$ cat src/rtl/if_fetch_stage_if.sv
// if_fetch_stage_if: instruction-memory bus and IF/ID latch bundle of the fetch stage
//   master (fetch stage): drives inst_ce_o, inst_addr_o, id_pc_o, id_inst_o, id_valid_o; samples inst_data_i
//   slave  (memory/decode): drives inst_data_i; samples the rest
interface if_fetch_stage_if;
  logic        inst_ce_o;
  logic [31:0] inst_addr_o;
  logic [31:0] inst_data_i;
  logic [31:0] id_pc_o;
  logic [31:0] id_inst_o;
  logic        id_valid_o;
  modport master (output inst_ce_o, inst_addr_o, id_pc_o, id_inst_o, id_valid_o, input inst_data_i);
  modport slave  (input inst_ce_o, inst_addr_o, id_pc_o, id_inst_o, id_valid_o, output inst_data_i);
endinterface

$ cat src/rtl/if_fetch_stage.sv
// if_fetch_stage: owns the PC, fetches from combinational imem and fills the IF/ID latch
//   clk, rst_n (async active-low)
//   stall_i, flush_i, br_taken_i/br_target_i, exc_redirect_i/exc_target_i, halt_i : pipeline control
//   bus (master)   : inst_ce_o/inst_addr_o/inst_data_i imem port, id_pc_o/id_inst_o/id_valid_o IF/ID latch
//   IFETCH_ALIGN_CHECK_EN : adds fetch_adel_o/fetch_badaddr_o and traps misaligned PC loads;
//                           when undefined, loaded PCs are silently word-aligned
module if_fetch_stage #(
  parameter logic [31:0] RESET_PC = 32'h0000_0000,
  parameter logic [31:0] NOP_INST = 32'h0000_0000
) (
  input  logic             clk,
  input  logic             rst_n,
  input  logic             stall_i,
  input  logic             flush_i,
  input  logic             br_taken_i,
  input  logic [31:0]      br_target_i,
  input  logic             exc_redirect_i,
  input  logic [31:0]      exc_target_i,
  input  logic             halt_i,
`ifdef IFETCH_ALIGN_CHECK_EN
  output logic             fetch_adel_o,
  output logic [31:0]      fetch_badaddr_o,
`endif
  if_fetch_stage_if.master bus
);
  typedef enum logic [1:0] {BOOT, RUN, HALT, ERR} state_t;
  state_t      r_state, w_state;
  logic [31:0] r_pc, r_id_pc, r_id_inst;
  logic        r_id_valid;
  logic [31:0] w_pc, w_tgt, w_ld_pc, w_id_pc, w_id_inst;
  logic        w_id_valid, w_redir, w_adv, w_load, w_keep, w_fetch, w_bad;
`ifdef IFETCH_ALIGN_CHECK_EN
  localparam logic [31:0] BOOT_PC = RESET_PC;
  logic        r_adel;
  logic [31:0] r_badaddr;
`else
  localparam logic [31:0] BOOT_PC = {RESET_PC[31:2], 2'b00};
`endif
  always_comb begin
    w_redir    = exc_redirect_i && r_state != BOOT;
    w_adv      = r_state == RUN && !w_redir && !stall_i && !halt_i;
    w_load     = w_redir || (w_adv && br_taken_i);
    w_tgt      = w_redir ? exc_target_i : br_target_i;
`ifdef IFETCH_ALIGN_CHECK_EN
    w_ld_pc    = w_tgt;
    w_bad      = r_state == BOOT ? |r_pc[1:0] : w_load && |w_tgt[1:0];
`else
    w_ld_pc    = {w_tgt[31:2], 2'b00};
    w_bad      = 1'b0;
`endif
    w_pc       = w_load ? w_ld_pc : w_adv ? r_pc + 32'd4 : r_pc;
    w_state    = w_bad ? ERR :
                 (w_redir || r_state == BOOT) ? RUN :
                 (r_state == RUN && halt_i && !stall_i) ? HALT : r_state;
    // a stall holds the latch unless a flush also bubbles it; everything else not fetching bubbles it
    w_keep     = r_state == RUN && !w_redir && stall_i && !flush_i;
    w_fetch    = w_adv && !flush_i;
    w_id_valid = w_fetch || (w_keep && r_id_valid);
    w_id_pc    = w_fetch ? r_pc : w_keep ? r_id_pc : 32'h0;
    w_id_inst  = w_fetch ? bus.inst_data_i : w_keep ? r_id_inst : NOP_INST;
  end
  always_ff @(posedge clk or negedge rst_n) begin
    if (!rst_n) begin
      r_state    <= BOOT;
      r_pc       <= BOOT_PC;
      r_id_pc    <= 32'h0;
      r_id_inst  <= NOP_INST;
      r_id_valid <= 1'b0;
    end else begin
      r_state    <= w_state;
      r_pc       <= w_pc;
      r_id_pc    <= w_id_pc;
      r_id_inst  <= w_id_inst;
      r_id_valid <= w_id_valid;
    end
  end
`ifdef IFETCH_ALIGN_CHECK_EN
  always_ff @(posedge clk or negedge rst_n) begin
    if (!rst_n) begin
      r_adel    <= 1'b0;
      r_badaddr <= 32'h0;
    end else begin
      r_adel    <= w_bad;
      r_badaddr <= w_bad ? (r_state == BOOT ? r_pc : w_tgt) : r_badaddr;
    end
  end
  assign fetch_adel_o    = r_adel;
  assign fetch_badaddr_o = r_badaddr;
`endif
  assign bus.inst_ce_o   = r_state == RUN;
  assign bus.inst_addr_o = r_pc;
  assign bus.id_pc_o     = r_id_pc;
  assign bus.id_inst_o   = r_id_inst;
  assign bus.id_valid_o  = r_id_valid;
endmodule
$ cat src/flat_wrapper.sv
// flat-port wrapper written by rule: the top's interface ports become plain ports
module if_fetch_stage_flat 
#(
  parameter logic [31:0] RESET_PC = 32'h0000_0000,
  parameter logic [31:0] NOP_INST = 32'h0000_0000
)
  (clk, rst_n, stall_i, flush_i, br_taken_i, br_target_i, exc_redirect_i, exc_target_i, halt_i, bus_inst_ce_o, bus_inst_addr_o, bus_id_pc_o, bus_id_inst_o, bus_id_valid_o, bus_inst_data_i);
  if_fetch_stage_if bus_i ();
  input  logic clk;
  input  logic rst_n;
  input  logic stall_i;
  input  logic flush_i;
  input  logic br_taken_i;
  input  logic [31:0] br_target_i;
  input  logic exc_redirect_i;
  input  logic [31:0] exc_target_i;
  input  logic halt_i;
  output wire logic [$bits(bus_i.inst_ce_o)-1:0] bus_inst_ce_o;
  output wire logic [$bits(bus_i.inst_addr_o)-1:0] bus_inst_addr_o;
  output wire logic [$bits(bus_i.id_pc_o)-1:0] bus_id_pc_o;
  output wire logic [$bits(bus_i.id_inst_o)-1:0] bus_id_inst_o;
  output wire logic [$bits(bus_i.id_valid_o)-1:0] bus_id_valid_o;
  input wire logic [$bits(bus_i.inst_data_i)-1:0] bus_inst_data_i;
  assign bus_inst_ce_o = bus_i.inst_ce_o;
  assign bus_inst_addr_o = bus_i.inst_addr_o;
  assign bus_id_pc_o = bus_i.id_pc_o;
  assign bus_id_inst_o = bus_i.id_inst_o;
  assign bus_id_valid_o = bus_i.id_valid_o;
  assign bus_i.inst_data_i = bus_inst_data_i;
  if_fetch_stage #(.RESET_PC(RESET_PC), .NOP_INST(NOP_INST)) u_core (.clk(clk), .rst_n(rst_n), .stall_i(stall_i), .flush_i(flush_i), .br_taken_i(br_taken_i), .br_target_i(br_target_i), .exc_redirect_i(exc_redirect_i), .exc_target_i(exc_target_i), .halt_i(halt_i), .bus(bus_i));
endmodule
$ cat config.mk
export PLATFORM = sky130hd
export DESIGN_NAME = if_fetch_stage_flat
export DESIGN_NICKNAME = d
export VERILOG_FILES = /design/src/rtl/if_fetch_stage_if.sv /design/src/rtl/if_fetch_stage.sv /design/src/flat_wrapper.sv
export SDC_FILE = /design/constraint.sdc
export NUM_CORES = 1
export LEC_CHECK = 0
export BUFFER_PORTS_ARGS = -buffer_cell sky130_fd_sc_hd__buf_2
export CAP_MARGIN = 20
export CORE_MARGIN = 1
export CORE_UTILIZATION = 35
export CTS_CLUSTER_SIZE = 40
export DETAILED_ROUTE_END_ITERATION = 16
export PLACE_DENSITY_LB_ADDON = 0.25
export SLEW_MARGIN = 10
export SYNTH_ARGS = -nofsm -noshare
export SYNTH_HDL_FRONTEND = slang
export SYNTH_SLANG_ARGS = --single-unit
export TNS_END_PERCENT = 100
$ cat constraint.sdc
create_clock -name clk -period 2.45 [get_ports clk]
set_clock_uncertainty 0.05 [all_clocks]
set_input_delay 0.49 -clock clk [delete_from_list [all_inputs] [get_ports clk]]
set_output_delay 0.49 -clock clk [all_outputs]
set_load 0.02 [all_outputs]
==> results of run 1 <==
-- area by class of cell --
class	instances	area share, %
clock inverter	2	0.628
clock buffer	14	4.11
tap	172	3.49
timing repair buffer	213	18.9
sequential	96	38.9
inverter	7	0.426
multi-input combinational	302	33.6
-- stage by stage --
stage	utilization, %	instance area, sq um	worst slack (ns)
6_report	48.1	6170	0.268
3_5_place_dp	45.9	5880	0.129
2_1_floorplan	-	4670	0.435
4_1_cts	48.1	6170	0.263
5_1_grt	48.1	6170	0.106
3_3_place_gp	45.9	5880	0.173
-- state kept, by name (all words and copies together) (netlist names) --
signal,cells
u_core.bus.id_inst_o,32
u_core.bus.id_pc_o,31
u_core.bus.id_valid_o,1
u_core.bus.inst_addr_o,30
u_core.r_state,2
-- cells in the final DEF (no fill, tap or decap), drive strengths merged, types with 4 or more instances in the layout --
cell type / n
buf: 213
dfrtp: 96
a22o: 64
nand2: 32
o21ai: 23
a21oi: 22
nor2: 15
and3: 14
clkbuf: 14
nand4: 10
nand3: 10
a31oi: 9
nor4: 9
nand3b: 8
nor3: 8
inv: 7
o21a: 6
xnor2: 6
mux2i: 6
nand2b: 5
nor3b: 4
-- worst paths after layout --
kind | end | depth (start not counted) | slack [ns]
setup / recovery | u_core.bus.inst_addr_o[5] | 4 | 0.27
hold / removal | u_core.bus.id_inst_o[7] | 1 | 0.03
setup reg to reg | u_core.bus.inst_addr_o[5] | 4 | 0.27
hold reg to reg | u_core.bus.id_pc_o[26] | 1 | 0.45
max in group asynchronous | u_core.bus.id_inst_o[22] | 2 | 1.63
min in group clk | u_core.bus.id_valid_o | 2 | 0.30
-- metal layers --
layer / vias to the layer above / wire, microns / GRT usage [%]
met5: - / 0 / 0
li1: 2059 / - / -
met2: 183 / 6140 / 32.0
met4: 0 / 219 / 7.31
met3: 16 / 870 / 3.99
met1: 2078 / 6670 / 28.7
-- report_power, final --
| part | internal, mW | leakage (nW) | switching, mW |
|---|---|---|---|
| Sequential | 1.70 | 1.26 | 0.186 |
| Combinational | 0.334 | 1.70 | 0.511 |
| Clock | 0.823 | 0.141 | 0.573 |
| Total | 2.85 | 3.10 | 1.27 |
-- cells by family after synthesis --
family / Yosys count
multiplexers: 6
AND/OR/NAND/NOR: 130
flip-flops: 96
buffers and inverters: 43
XOR/XNOR: 9
adder cells (fa/ha/maj): 1
AO/OA/AOI/OAI: 154
other: 1
==> impl_metrics.ini, run 1 <==
[global_route]
grt-ovfl-total = 0
grt_pass1_wl_mm = 22.4
grt_max_degree = 68
antenna_found_initial = 0
grt_util_all_layers_pct = 20.7
grt_pass1_vias = 4136

[detailed_routing]
routed_wl_mm = 13.9
num_vias = 4336
ant_nets = 0
post_drt_wl_per_cell_microns = 17.3
firstDrtPassIters = 6
drc_errors = 0
drt_iter0_drc = 278
routed_via_density = 5.38

[sta]
fmax_mhz = 458
worstMarginPinSlew_ns = 0.881
finalSetupViolations = 0
min_period_ns = 2.18
relSlewSlack_pct = 41.3
rsz0062_at_grt = no
hold_viol = 0
fin_hold_ws_ns = 0.0251
min_period_over_period_pct = 89.1
slew_violations = 0
tns_ns = 0

[floorplanning]
pin_count = 201
die-area_sq_um = 13800
initial_core_util_pct = 36.4
core_area_sq_um = 12800
die_w_microns = 117
rows = 41
die_y_microns = 117

[hold_path]
hp-class = primary input to async pin

[status]
outcome = finished clean

[clocking]
cts_resized = 0
worst_skew_pair.late_latency_ns = 0.34
root_buffer = clkbuf_16
cts-buffers-inserted = 9
cts_tree = yes
post_cts_buffers = 0
cts-hold-fix-buffers = 0
clk_pin_slew_ns = 0.06
htreeDepth = 3
clock_sinks = 96
cts_max_path_buffers = 2

[logic_synthesis]
yosysSeqAreaShare_pct = 51.5
ys_warn_count = 0
synthMostInstantiatedCell = dfrtp_1
synth_cells = 440
synthXorXnorAreaFrac_pct = 1.69
synthFlopType = dfrtp_1
synth_compound_area_share_pct = 24.9
yosysTopAreaCellShare_pct = 51.5
syn_area_sq_um = 4660
synth_edf_count = 0
synth_top_family_by_area = compound AO/OA/AOI/OAI gates
syn_area_per_cell_sq_um = 10.6
synth-seq-cells = 96
yosys.area.top_type = dfrtp_1
synth-simple-area-share_pct = 16.0
synth_common_cells = 96 x dfrtp_1, 64 x a22o_1, 32 x nand2_1, 22 x a21oi_1, 21 x buf_2
synth-adder-area-share_pct = 0.268
synth.area.top_cells = dfrtp_1 52%, a22o_1 12%, nand2_1 2.6%, a21oi_1 2.4%, buf_2 2.3%
ys_types = 59
synth_async_sr_flop_share_pct = 100
synth.area.mux_share_pct = 1.29

[worst_setup_path]
worstSetupStartpointType = flip-flop
cp_slowest_cell = o21ai_2
max_stage_delay_ns = 0.72
cp.arrival_ns = 2.39
cp_cell_sequence = o21ai_2, nand2b_1, o32a_1, o21ai_0
cp_num_buf_inv = 0
crit_family = compound AO/OA/AOI/OAI gates
endpoint_kind = flip-flop
reg2reg_from = u_core.r_state[1]
cp-startpoint = u_core.r_state[1]
worstPathRequired_ns = 2.66
critical_path_class = flip-flop to flip-flop
cp_max_fo = 16

[cells_and_area]
final_cell_count_no_fill = 806
fill_cells = 1238
n_antenna_cell = 0
area_growth_pct = 32.4
drive_gt1_share_pct = 38.0
nNetsFinal = 733
register_area_sq_um = 2400
multi_input_area_sq_um = 2070

[placement]
port_buffers = 194
dp_hpwl_mm = 10.0
routabilityCongestion = 0.822
dp.cells = 790

[job]
drv_cap = 0

[pwr]
peakVddDrop_uv = 308
p_leak_nw = 3.10
power-per-cell-area_nw_per_um2 = 668
total_power_mw = 4.12
Note: power is estimated with default switching activity, not from simulation.
==> run 2: changes to the inputs <==
==> constraint.sdc (replaced) <==
create_clock -name clk -period 2.1 [get_ports clk]
set_clock_uncertainty 0.05 [all_clocks]
set_input_delay 0.42 -clock clk [delete_from_list [all_inputs] [get_ports clk]]
set_output_delay 0.42 -clock clk [all_outputs]
set_load 0.02 [all_outputs]
==> run 2 against run 1 <==
Effect of this change:
- global-route usage up 0.81 points
- sequential power rose by 13%
- count of clock-buffer cells in the layout is 3 lower
- critical path depth rose by 1
==> impl_metrics.ini, run 2 (synthesized netlist as in run 1, its figures left out) <==
[global_route]
grt_max_degree = 53
grt_pass1_wl_mm = 23.4
use_met2_pct = 33.9
grt-ovfl-total = 0
met1_usage_pct = 29.8
antenna_found_initial = 1
grt_util_met3_pct = 4.47
grt_pass1_vias = 4297
grt_util_all_layers_pct = 21.5
busiest_layer = met2

[sta]
fmax_mhz = 519
slew_violations = 0
hold_viol = 0
finalSetupViolations = 0
rsz0062_at_grt = no
min_period_ns = 1.93
tns_ns = 0
min_period_over_period_pct = 91.7

[placement]
port_buffers = 194
dp_hpwl_mm = 10.5
routabilityCongestion = 0.863

[pwr]
total_power_mw = 4.94
p_leak_nw = 3.24
power-per-cell-area_nw_per_um2 = 771
peakVddDrop_uv = 313

[worst_setup_path]
critical_path_class = flip-flop to flip-flop
max_stage_delay_ns = 0.51
r2r_cells = 5
cp.arrival_ns = 2.10
endpoint_kind = flip-flop
regToRegSetupSlack_ns = 0.17
worstPathRequired_ns = 2.28
cp_cell_sequence = nand3_2, or3_1, nor4_1, a31oi_1, o22a_1
worstReg2RegEnd = u_core.bus.inst_addr_o[25]
reg2reg_from = u_core.bus.inst_addr_o[14]
cp_slowest_cell = or3_1
worstSetupStartpointType = flip-flop
cp_max_fo = 7

[detailed_routing]
post_drt_wl_per_cell_microns = 17.0
routed_wl_mm = 14.2
drc_errors = 0
ant_nets = 0
routed_via_density = 5.32
firstDrtPassIters = 4
num_vias = 4426
drt_iter0_drc = 257

[clocking]
root_buffer = clkbuf_16
cts_max_path_buffers = 2
cts-buffers-inserted = 9
clock_sinks = 96
post_cts_buffers = 0
htreeDepth = 3
cts_tree = yes
clk_pin_slew_ns = 0.07
worst_skew_pair.late_latency_ns = 0.34

[cells_and_area]
fill_cells = 1224
layout_commonest_cell = buf_2
drive_gt1_share_pct = 41.2
largest_reg_flops = 32
final_cell_mix = 193 x buf_2, 95 x dfrtp_1, 64 x a22o_1
nNetsFinal = 761
area_growth_pct = 37.4
n_antenna_cell = 0

[floorplanning]
die_y_microns = 117
initial_core_util_pct = 36.4
core_area_sq_um = 12800
rows = 41
pin_count = 201
die_w_microns = 117
die-area_sq_um = 13800

[status]
outcome = finished clean

[hold_path]
hp-class = primary input to flip-flop
whs_path_depth = 2
worstHoldEndpoint = u_core.bus.id_valid_o
hp-start = flush_i

[job]
drv_cap = 0
## run 2: report_power, final
group / leakage, nW / internal (mW) / switching [mW]
Sequential: 1.26 / 1.98 / 0.138
Combinational: 1.84 / 0.480 / 0.696
Clock: 0.143 / 0.972 / 0.669
Total: 3.24 / 3.43 / 1.50
## run 2: worst max path at each step
stage,slack (ns),startpoint,to,cells after the start
final,0.17,u_core.bus.inst_addr_o[14],u_core.bus.inst_addr_o[25],5
after global routing,0.05,u_core.bus.inst_addr_o[3],u_core.bus.inst_addr_o[30],6
after CTS,0.12,u_core.bus.inst_addr_o[3],u_core.bus.inst_addr_o[30],6
after detailed placement,0.16,u_core.bus.inst_addr_o[3],u_core.bus.inst_addr_o[30],6
after global placement,0.17,u_core.bus.inst_addr_o[3],u_core.bus.inst_addr_o[30],6
after floorplan,0.08,u_core.bus.inst_addr_o[13],u_core.bus.inst_addr_o[21],6
## run 2: routing by layer
metal / vias up / routed length [microns] / share of wire, %
met5: - / 0 / 0
met4: 0 / 139 / 0.98
met3: 11 / 989 / 7.0
met2: 187 / 6450 / 45
met1: 2120 / 6600 / 47
li1: 2108 / - / -
## run 2: critical path: cells and delay by family (launching register included)
family	cells	cell delay, ns
AND/OR/NAND/NOR	3	1.07
flip-flops	1	0.37
AO/OA/AOI/OAI	2	0.33
## run 2: repair_timing
item | in CTS | in global routing
resized for setup | 0 | 2
hold endpoints to repair | 30 | 0
hold buffers | 1 | 0
setup endpoints to repair | 0 | 2
## run 2: cell type report
type,count,area [sq um],share of cell area (%)
Sequential cell,96,2400,37.5
Multi-Input combinational cell,302,2070,32.4
Timing Repair Buffer,241,1390,21.7
Clock buffer,11,253,3.95
Tap cell,172,215,3.36
Clock inverter,3,42.5,0.664
Inverter,7,26.3,0.410
## run 2: through the flow
step	worst slack, ns	cell area [sq um]	hold slack, ns	instances	utilization (%)
floorplan	0.0848	4670	0.0744	441	-
global placement	0.167	6100	0.346	817	47.5
detailed placement	0.159	6100	0.356	817	47.5
CTS	0.119	6400	0.228	832	49.9
global route	0.0496	6410	0.239	832	50.0
finish	0.174	6410	0.244	832	50.0
